### src/rtl/id_front_if.sv
// Decode-front bus: fetch-side inputs, write-back port, and decoded/branch outputs.
interface id_front_if;
  logic        freez;
  logic [31:0] pc_in;
  logic [31:0] instruction_in;
  logic        wb_en;
  logic [4:0]  wb_dest;
  logic [31:0] wb_value;
  logic [31:0] pc_out;
  logic [31:0] instruction_out;
  logic [4:0]  src1;
  logic [4:0]  src2;
  logic [4:0]  dest;
  logic [31:0] val1;
  logic [31:0] val2;
  logic [31:0] imm;
  logic        br_taken;
  logic [31:0] br_offset;

  modport master (
    output freez, pc_in, instruction_in, wb_en, wb_dest, wb_value,
    input  pc_out, instruction_out, src1, src2, dest, val1, val2, imm,
           br_taken, br_offset
  );

  modport slave (
    input  freez, pc_in, instruction_in, wb_en, wb_dest, wb_value,
    output pc_out, instruction_out, src1, src2, dest, val1, val2, imm,
           br_taken, br_offset
  );
endinterface

### src/rtl/id_front.sv
// Decode front: IF/ID register, bypassed 32x32 register file, and branch
// resolution feeding the redirect back to fetch.
module id_front #(
  parameter logic [31:0] NOP_WORD = 32'd0,
  parameter logic [5:0]  OP_BEZ   = 6'd40,
  parameter logic [5:0]  OP_BNE   = 6'd41,
  parameter logic [5:0]  OP_JMP   = 6'd42
) (
  input logic        clk,
  input logic        rst,
  id_front_if.slave  bus
);

  logic [31:0] pc_q, ins_q;
  logic [31:0] rf [32];
  logic [5:0]  op;
  logic [4:0]  s1, s2;
  logic [31:0] v1, v2;
  logic        raw, br;

  // A taken branch flushes its own slot so the redirect costs one bubble.
  always_ff @(posedge clk) begin
    if (rst) begin
      pc_q  <= '0;
      ins_q <= NOP_WORD;
    end else if (br) begin
      pc_q  <= '0;
      ins_q <= NOP_WORD;
    end else if (!bus.freez) begin
      pc_q  <= bus.pc_in;
      ins_q <= bus.instruction_in;
    end
  end

  always_ff @(posedge clk) begin
    if (rst) begin
      for (int i = 0; i < 32; i++) rf[i] <= '0;
    end else if (bus.wb_en && bus.wb_dest != 5'd0) begin
      rf[bus.wb_dest] <= bus.wb_value;
    end
  end

  assign op = ins_q[31:26];
  assign s1 = ins_q[25:21];
  assign s2 = ins_q[20:16];

  // Same-cycle write-back is forwarded so decode never sees a stale operand.
  assign v1 = (s1 == 5'd0) ? '0 :
              (bus.wb_en && bus.wb_dest == s1) ? bus.wb_value : rf[s1];
  assign v2 = (s2 == 5'd0) ? '0 :
              (bus.wb_en && bus.wb_dest == s2) ? bus.wb_value : rf[s2];

  assign raw = (op == OP_JMP) ||
               (op == OP_BEZ && v1 == 32'd0) ||
               (op == OP_BNE && v1 != v2);
  assign br  = raw & ~bus.freez & ~rst;

  assign bus.pc_out          = pc_q;
  assign bus.instruction_out = ins_q;
  assign bus.src1            = s1;
  assign bus.src2            = s2;
  assign bus.dest            = op[5] ? ins_q[20:16] : ins_q[15:11];
  assign bus.val1            = v1;
  assign bus.val2            = v2;
  assign bus.imm             = {{16{ins_q[15]}}, ins_q[15:0]};
  assign bus.br_taken        = br;
  assign bus.br_offset       = {{16{ins_q[15]}}, ins_q[15:0]};

endmodule

### src/flat_wrapper.sv
// flat-port wrapper written by rule: the top's interface ports become plain ports
module id_front_flat 
#(
  parameter logic [31:0] NOP_WORD = 32'd0,
  parameter logic [5:0]  OP_BEZ   = 6'd40,
  parameter logic [5:0]  OP_BNE   = 6'd41,
  parameter logic [5:0]  OP_JMP   = 6'd42
)
  (clk, rst, bus_freez, bus_pc_in, bus_instruction_in, bus_wb_en, bus_wb_dest, bus_wb_value, bus_pc_out, bus_instruction_out, bus_src1, bus_src2, bus_dest, bus_val1, bus_val2, bus_imm, bus_br_taken, bus_br_offset);
  id_front_if bus_i ();
  input logic clk;
  input logic rst;
  input wire logic [$bits(bus_i.freez)-1:0] bus_freez;
  input wire logic [$bits(bus_i.pc_in)-1:0] bus_pc_in;
  input wire logic [$bits(bus_i.instruction_in)-1:0] bus_instruction_in;
  input wire logic [$bits(bus_i.wb_en)-1:0] bus_wb_en;
  input wire logic [$bits(bus_i.wb_dest)-1:0] bus_wb_dest;
  input wire logic [$bits(bus_i.wb_value)-1:0] bus_wb_value;
  output wire logic [$bits(bus_i.pc_out)-1:0] bus_pc_out;
  output wire logic [$bits(bus_i.instruction_out)-1:0] bus_instruction_out;
  output wire logic [$bits(bus_i.src1)-1:0] bus_src1;
  output wire logic [$bits(bus_i.src2)-1:0] bus_src2;
  output wire logic [$bits(bus_i.dest)-1:0] bus_dest;
  output wire logic [$bits(bus_i.val1)-1:0] bus_val1;
  output wire logic [$bits(bus_i.val2)-1:0] bus_val2;
  output wire logic [$bits(bus_i.imm)-1:0] bus_imm;
  output wire logic [$bits(bus_i.br_taken)-1:0] bus_br_taken;
  output wire logic [$bits(bus_i.br_offset)-1:0] bus_br_offset;
  assign bus_i.freez = bus_freez;
  assign bus_i.pc_in = bus_pc_in;
  assign bus_i.instruction_in = bus_instruction_in;
  assign bus_i.wb_en = bus_wb_en;
  assign bus_i.wb_dest = bus_wb_dest;
  assign bus_i.wb_value = bus_wb_value;
  assign bus_pc_out = bus_i.pc_out;
  assign bus_instruction_out = bus_i.instruction_out;
  assign bus_src1 = bus_i.src1;
  assign bus_src2 = bus_i.src2;
  assign bus_dest = bus_i.dest;
  assign bus_val1 = bus_i.val1;
  assign bus_val2 = bus_i.val2;
  assign bus_imm = bus_i.imm;
  assign bus_br_taken = bus_i.br_taken;
  assign bus_br_offset = bus_i.br_offset;
  id_front #(.NOP_WORD(NOP_WORD), .OP_BEZ(OP_BEZ), .OP_BNE(OP_BNE), .OP_JMP(OP_JMP)) u_core (.clk(clk), .rst(rst), .bus(bus_i));
endmodule
### config.mk
export PLATFORM = sky130hd
export DESIGN_NAME = id_front_flat
export DESIGN_NICKNAME = d
export VERILOG_FILES = /design/src/rtl/id_front_if.sv /design/src/rtl/id_front.sv /design/src/flat_wrapper.sv
export SDC_FILE = /design/constraint.sdc
export NUM_CORES = 2
export LEC_CHECK = 0
export ABC_AREA = 1
export CORE_MARGIN = 2
export CORE_UTILIZATION = 60
export DETAILED_ROUTE_END_ITERATION = 16
export GPL_ROUTABILITY_DRIVEN = 0
export PLACE_DENSITY = 0.88
export SYNTH_ARGS = -nofsm -noshare
export SYNTH_HDL_FRONTEND = slang
export SYNTH_SLANG_ARGS = --single-unit
### constraint.sdc
create_clock -name clk -period 3.3 [get_ports clk]
set_clock_uncertainty 0.05 [all_clocks]
set_input_delay 0.66 -clock clk [delete_from_list [all_inputs] [get_ports clk]]
set_output_delay 0.66 -clock clk [all_outputs]
set_load 0.01 [all_outputs]
==> results.ini, run 1 <==
[cts]
cts.sink_count = 1098
htree_levels = 3
root_buffer = clkbuf_16
cts_inserted_buffers = 111
cts_buffer_depth = 3
ctsHoldBuffers = 0

[yosys]
ys_ff_latch = 1098
ys.flop_type = edfxtp_1
synth_edf_count = 1024
synth_warnings = 0
ys_async_sr_fraction_pct = 0
yosys.area.top_type_share_pct = 49.3
synth.most_common_cell = nand2_1
ys_types = 28
synth_common_cells = nand2_1, nand3_1, nor2_1, edfxtp_1, inv_1
yosys-top-cells-area = edfxtp_1, nand2_1, nand3_1, o211ai_1, nor2_1
synth-seq-area-share_pct = 51.6
synth_top_cell_by_area = edfxtp_1
netlist_area_mm2 = 0.0624
avgSynthCellArea_um2 = 8.13
syn_inst = 7679

[outcome]
error = [ERROR GRT-0116] Global routing finished with congestion. Check the congestion regions in the DRC Viewer.
lastStage = global routing (5_1_grt)
outcome = did not finish

[global_routing]
grt_pass1_vias = 84800
grt.total_usage_pct = 72.3
grt_max_degree = 83
grt_first_pass_wirelength_mm = 577
overflow = 347

[placed_design]
io_buffers = 312
placed_area_mm2 = 0.0716
dp_hpwl_mm = 163
dp_slack_ps = -1220

[floorplan]
die_w_um = 327
fp-row-count = 118
pin_count = 313
die_height_um = 327
start_util_pct = 60.4

timing repair:
| item | CTS |
|---|---|
| gates cloned | 62 |
| setup buffers | 116 |
| setup endpoints to repair | 139 |
| pin swaps | 214 |
| gates resized for setup | 942 |
per-stage QoR:
step / util (%) / cells / setup TNS [ps]
4_1_cts: 78.6 / 9751 / -42430
3_5_place_dp: 69.3 / 9375 / -63310
3_3_place_gp: 69.3 / 9375 / -51550
2_1_floorplan: - / 7710 / 0
routing by layer:
layer,overflow,global-route usage [%]
met1,40,71.7
met2,144,80.9
met3,36,66.7
met4,126,69.7
met5,1,48.5
kinds of logic after synthesis:
logic type | Yosys count | synth area share, %
simple gates | 4041 | 27.2
buf+inv | 1521 | 10.3
flops | 1098 | 51.6
compound gates | 972 | 10.2
mux | 46 | 0.738
other cells | 1 | 0.00601
==> run 2: changes to the inputs <==
--- a/config.mk
+++ b/config.mk
@@ -7,10 +7,10 @@
 export LEC_CHECK = 0
 export ABC_AREA = 1
 export CORE_MARGIN = 2
-export CORE_UTILIZATION = 60
+export CORE_UTILIZATION = 40
 export DETAILED_ROUTE_END_ITERATION = 16
 export GPL_ROUTABILITY_DRIVEN = 0
-export PLACE_DENSITY = 0.88
+export PLACE_DENSITY_LB_ADDON = 0.15
 export SYNTH_ARGS = -nofsm -noshare
 export SYNTH_HDL_FRONTEND = slang
 export SYNTH_SLANG_ARGS = --single-unit
==> run 2 against run 1 <==
The flow now finishes, with violations (negative setup slack); synthesized cell count stayed put; area after synthesis stayed put.
==> results.ini, run 2 <==
[outcome]
outcome = complete, but fails checks
failed_checks = negative setup slack

[yosys]
ys_async_sr_fraction_pct = 0  ; unchanged
synth_top_cell_by_area = edfxtp_1
synth_warnings = 0  ; unchanged
ys_ff_latch = 1098  ; unchanged
yosys.area.top_type_share_pct = 49.3  ; unchanged
yosys-top-cells-area = edfxtp_1, nand2_1, nand3_1, o211ai_1, nor2_1
netlist_area_mm2 = 0.0624  ; unchanged
avgSynthCellArea_um2 = 8.13  ; unchanged
syn_inst = 7679  ; unchanged
ys_types = 28  ; unchanged
synth_edf_count = 1024  ; unchanged
ys.flop_type = edfxtp_1
synth.most_common_cell = nand2_1
synth-seq-area-share_pct = 51.6  ; unchanged
synth_common_cells = nand2_1, nand3_1, nor2_1, edfxtp_1, inv_1

[power]
power_leakage_uw = 0.0337
power.switching_uw = 12300
ir_drop_uv = 481
p_int_uw = 28100
power_frac_seq_pct = 40.4
p_clk_share_pct = 35.7
finalPower_uw = 40400
p_sw_share_pct = 30.5
combinationalPowerShare_pct = 23.9
pwr_density_cell_mw_per_mm2 = 493

[finish]
areaGrowthSynthToFinish_pct = 31.1
top_register = u_core.rf
largest_reg_flops = 1024
num-nets-final = 8408
area.sequential_mm2 = 0.0323
drive_gt1_share_pct = 19.8
final_common_cell = nand2_1
final_cells = 10400
multi_input_area_mm2 = 0.0261
fillCellCount = 14100
stdcell_area_mm2 = 0.0819
final_cell_mix = nand2_1, nor2_1, edfxtp_1

[routing]
drt_pass1_iterations = 8
via_count = 60700
wirelength_mm = 276
viasPerCell = 5.81
wl_per_cell_um = 26.4
ant_nets = 0
drc = 0
first_iter_violations = 8359

[worst_setup_path]
worstPathArrival_ps = 3710
start_kind = register
critPathTopFamily = simple AND/OR/NAND/NOR gates
cp.required_ps = 2590
critPathBufInv = 5
worst_path_max_delay_cell = dfxtp_4
cp-end-kind = primary output
crit_chain = buf_12, buf_16, buf_4, clkbuf_16, o21ai_0, nand3_1, nand3_1, nand3_2, nand2_2, nand2_1, nand2_1, nand2_1, nand2_1, nand2_1, nor2_2, nand2_1, nor2_1, nand2_1, nand2_1, nand2_1, nand2_2, nor2_1, buf_2
critPathMaxFanout = 7
critPathMaxStageDelay_ps = 380
crit_top_cell = nand2_1
worstSetupPathType = reg2out

[cts]
cts_inserted_buffers = 135  ; +22%
cts_buffer_depth = 3  ; unchanged
cts.sink_count = 1098  ; unchanged
htree_levels = 4  ; +1
clkTransAtPathRegs_ps = 60
root_buffer = clkbuf_16
insertion_delay_ps = 780
cts_tree = yes

[placed_design]
placed_area_mm2 = 0.0731  ; +2.0%
dp_slack_ps = -1190  ; +29.1 ps
dp_hpwl_mm = 177  ; +8.4%
io_buffers = 312  ; unchanged
dp.cells = 10100  ; +7.7%

[floorplan]
core_area_mm2 = 0.155
design.die.area_mm2 = 0.159
die_w_um = 399  ; +22%
fp-row-count = 144  ; +22%
pin_count = 313  ; unchanged
die_height_um = 399  ; +22%
start_util_pct = 40.4  ; -20 points

[global_routing]
met3_usage_pct = 6.39
grt_first_pass_wirelength_mm = 386
grt.total_usage_pct = 33.0
grt_max_degree = 56
top_usage_layer = met2
grt_use_met1_pct = 44.1
gr-usage-met2_pct = 50.6
overflow = 0
antenna_found_initial = 1
grt_pass1_vias = 56300

[run]
drv_cap = 0

[timing]
hold_violations = 0
fmax_ghz = 0.226
rsz0062_at_grt = true
setup_ws_ps = -1120
finalCritPeriodShare_pct = 134
slew_viol_final = 0
whs_ps = 462
max_slew_margin_pct = 47.6
min_period_ps = 4420
tightest_slew_ps = 785
finalSetupViolCount = 139

[hold_path]
hold_class = reg2reg

-- run 2: cell counts after synthesis --
No cell type changed its count.
-- run 2: power by group through the flow --
stage | registers [uW] | logic [uW] | clock network [uW]
finish | 16300 | 9670 | 14400
global route | 16400 | 10100 | 15000
CTS | 16300 | 8950 | 14500
detailed placement | 16600 | 8250 | 0
global placement | 16600 | 8220 | 0
floorplan | 16500 | 4090 | 0
-- run 2: stage by stage --
step                      utilization [%]  setup TNS (ps)
after floorplan                         -               0
after global placement               47.3          -61130
after detailed placement             47.3          -69720
after CTS                            51.6          -38710
after global routing                 53.0          -49800
final                                53.0          -32110
-- run 2: layout make-up --
type / count / share of cell area, %
timing repair inverter: 2 / 0.0504
inverter: 776 / 3.65
tap: 2044 / 3.12
clock inverter: 59 / 0.559
multi-input combinational: 5091 / 31.9
antenna: 2 / 0.00611
sequential: 1098 / 39.4
timing repair buffer: 1199 / 16.9
clock buffer: 176 / 4.46
-- run 2: worst register-to-register path, cell delays in order, from the launching register on --
cell and delay, ps:
dfxtp_4 380, buf_12 180, buf_16 180, buf_4 170, clkbuf_16 150, o21ai_0 200
nand3_1 140, nand3_1 120, nand3_2 190, nand2_2 210, nand2_1 70, nand2_1 60
nand2_1 50, nand2_1 60, nand2_1 100, nor2_2 140, nand2_1 60, nor2_1 100
nand2_1 60, nand2_1 50, nand2_1 60, nand2_2 60, buf_4 110, nand2_4 60
buf_12 210, nor2_2 220
-- run 2: metal layers --
metal,part of all wire [%],wire [um]
met1,39,107000
met2,44,123000
met3,11,29400
met4,6.3,17300
met5,0,0
-- run 2: worst paths after layout --
check / from / endpoint / slack [ps] / cells after the start
worst max register to register: register / register / -210 / 25
worst min-delay path: u_core.bus.pc_out[23]$_SDFFE_PP0N_ / u_core.bus.pc_out[23]$_SDFFE_PP0N_ / 460 / 2
worst min register to register: u_core.bus.pc_out[23]$_SDFFE_PP0N_ / u_core.bus.pc_out[23]$_SDFFE_PP0N_ / 460 / 2
worst max-delay path: register / bus_br_taken / -1120 / 23
-- run 2: cells by family after synthesis --
kind of cell / after synthesis / synth area share (%)
DFF: 1098 / 51.6
muxes: 46 / 0.738
buffers and inverters: 1521 / 10.3
and+or+nand+nor: 4041 / 27.2
other: 1 / 0.00601
AOI/OAI and AO/OA: 972 / 10.2
-- run 2: timing repair --
item	CTS	global route
setup buffers	44	38
endpoints found under the setup margin	139	139
pin swaps	82	75
resized for setup	508	329
gates cloned	19	27
hold buffers	0	0
(Power assumes the default switching activity.)
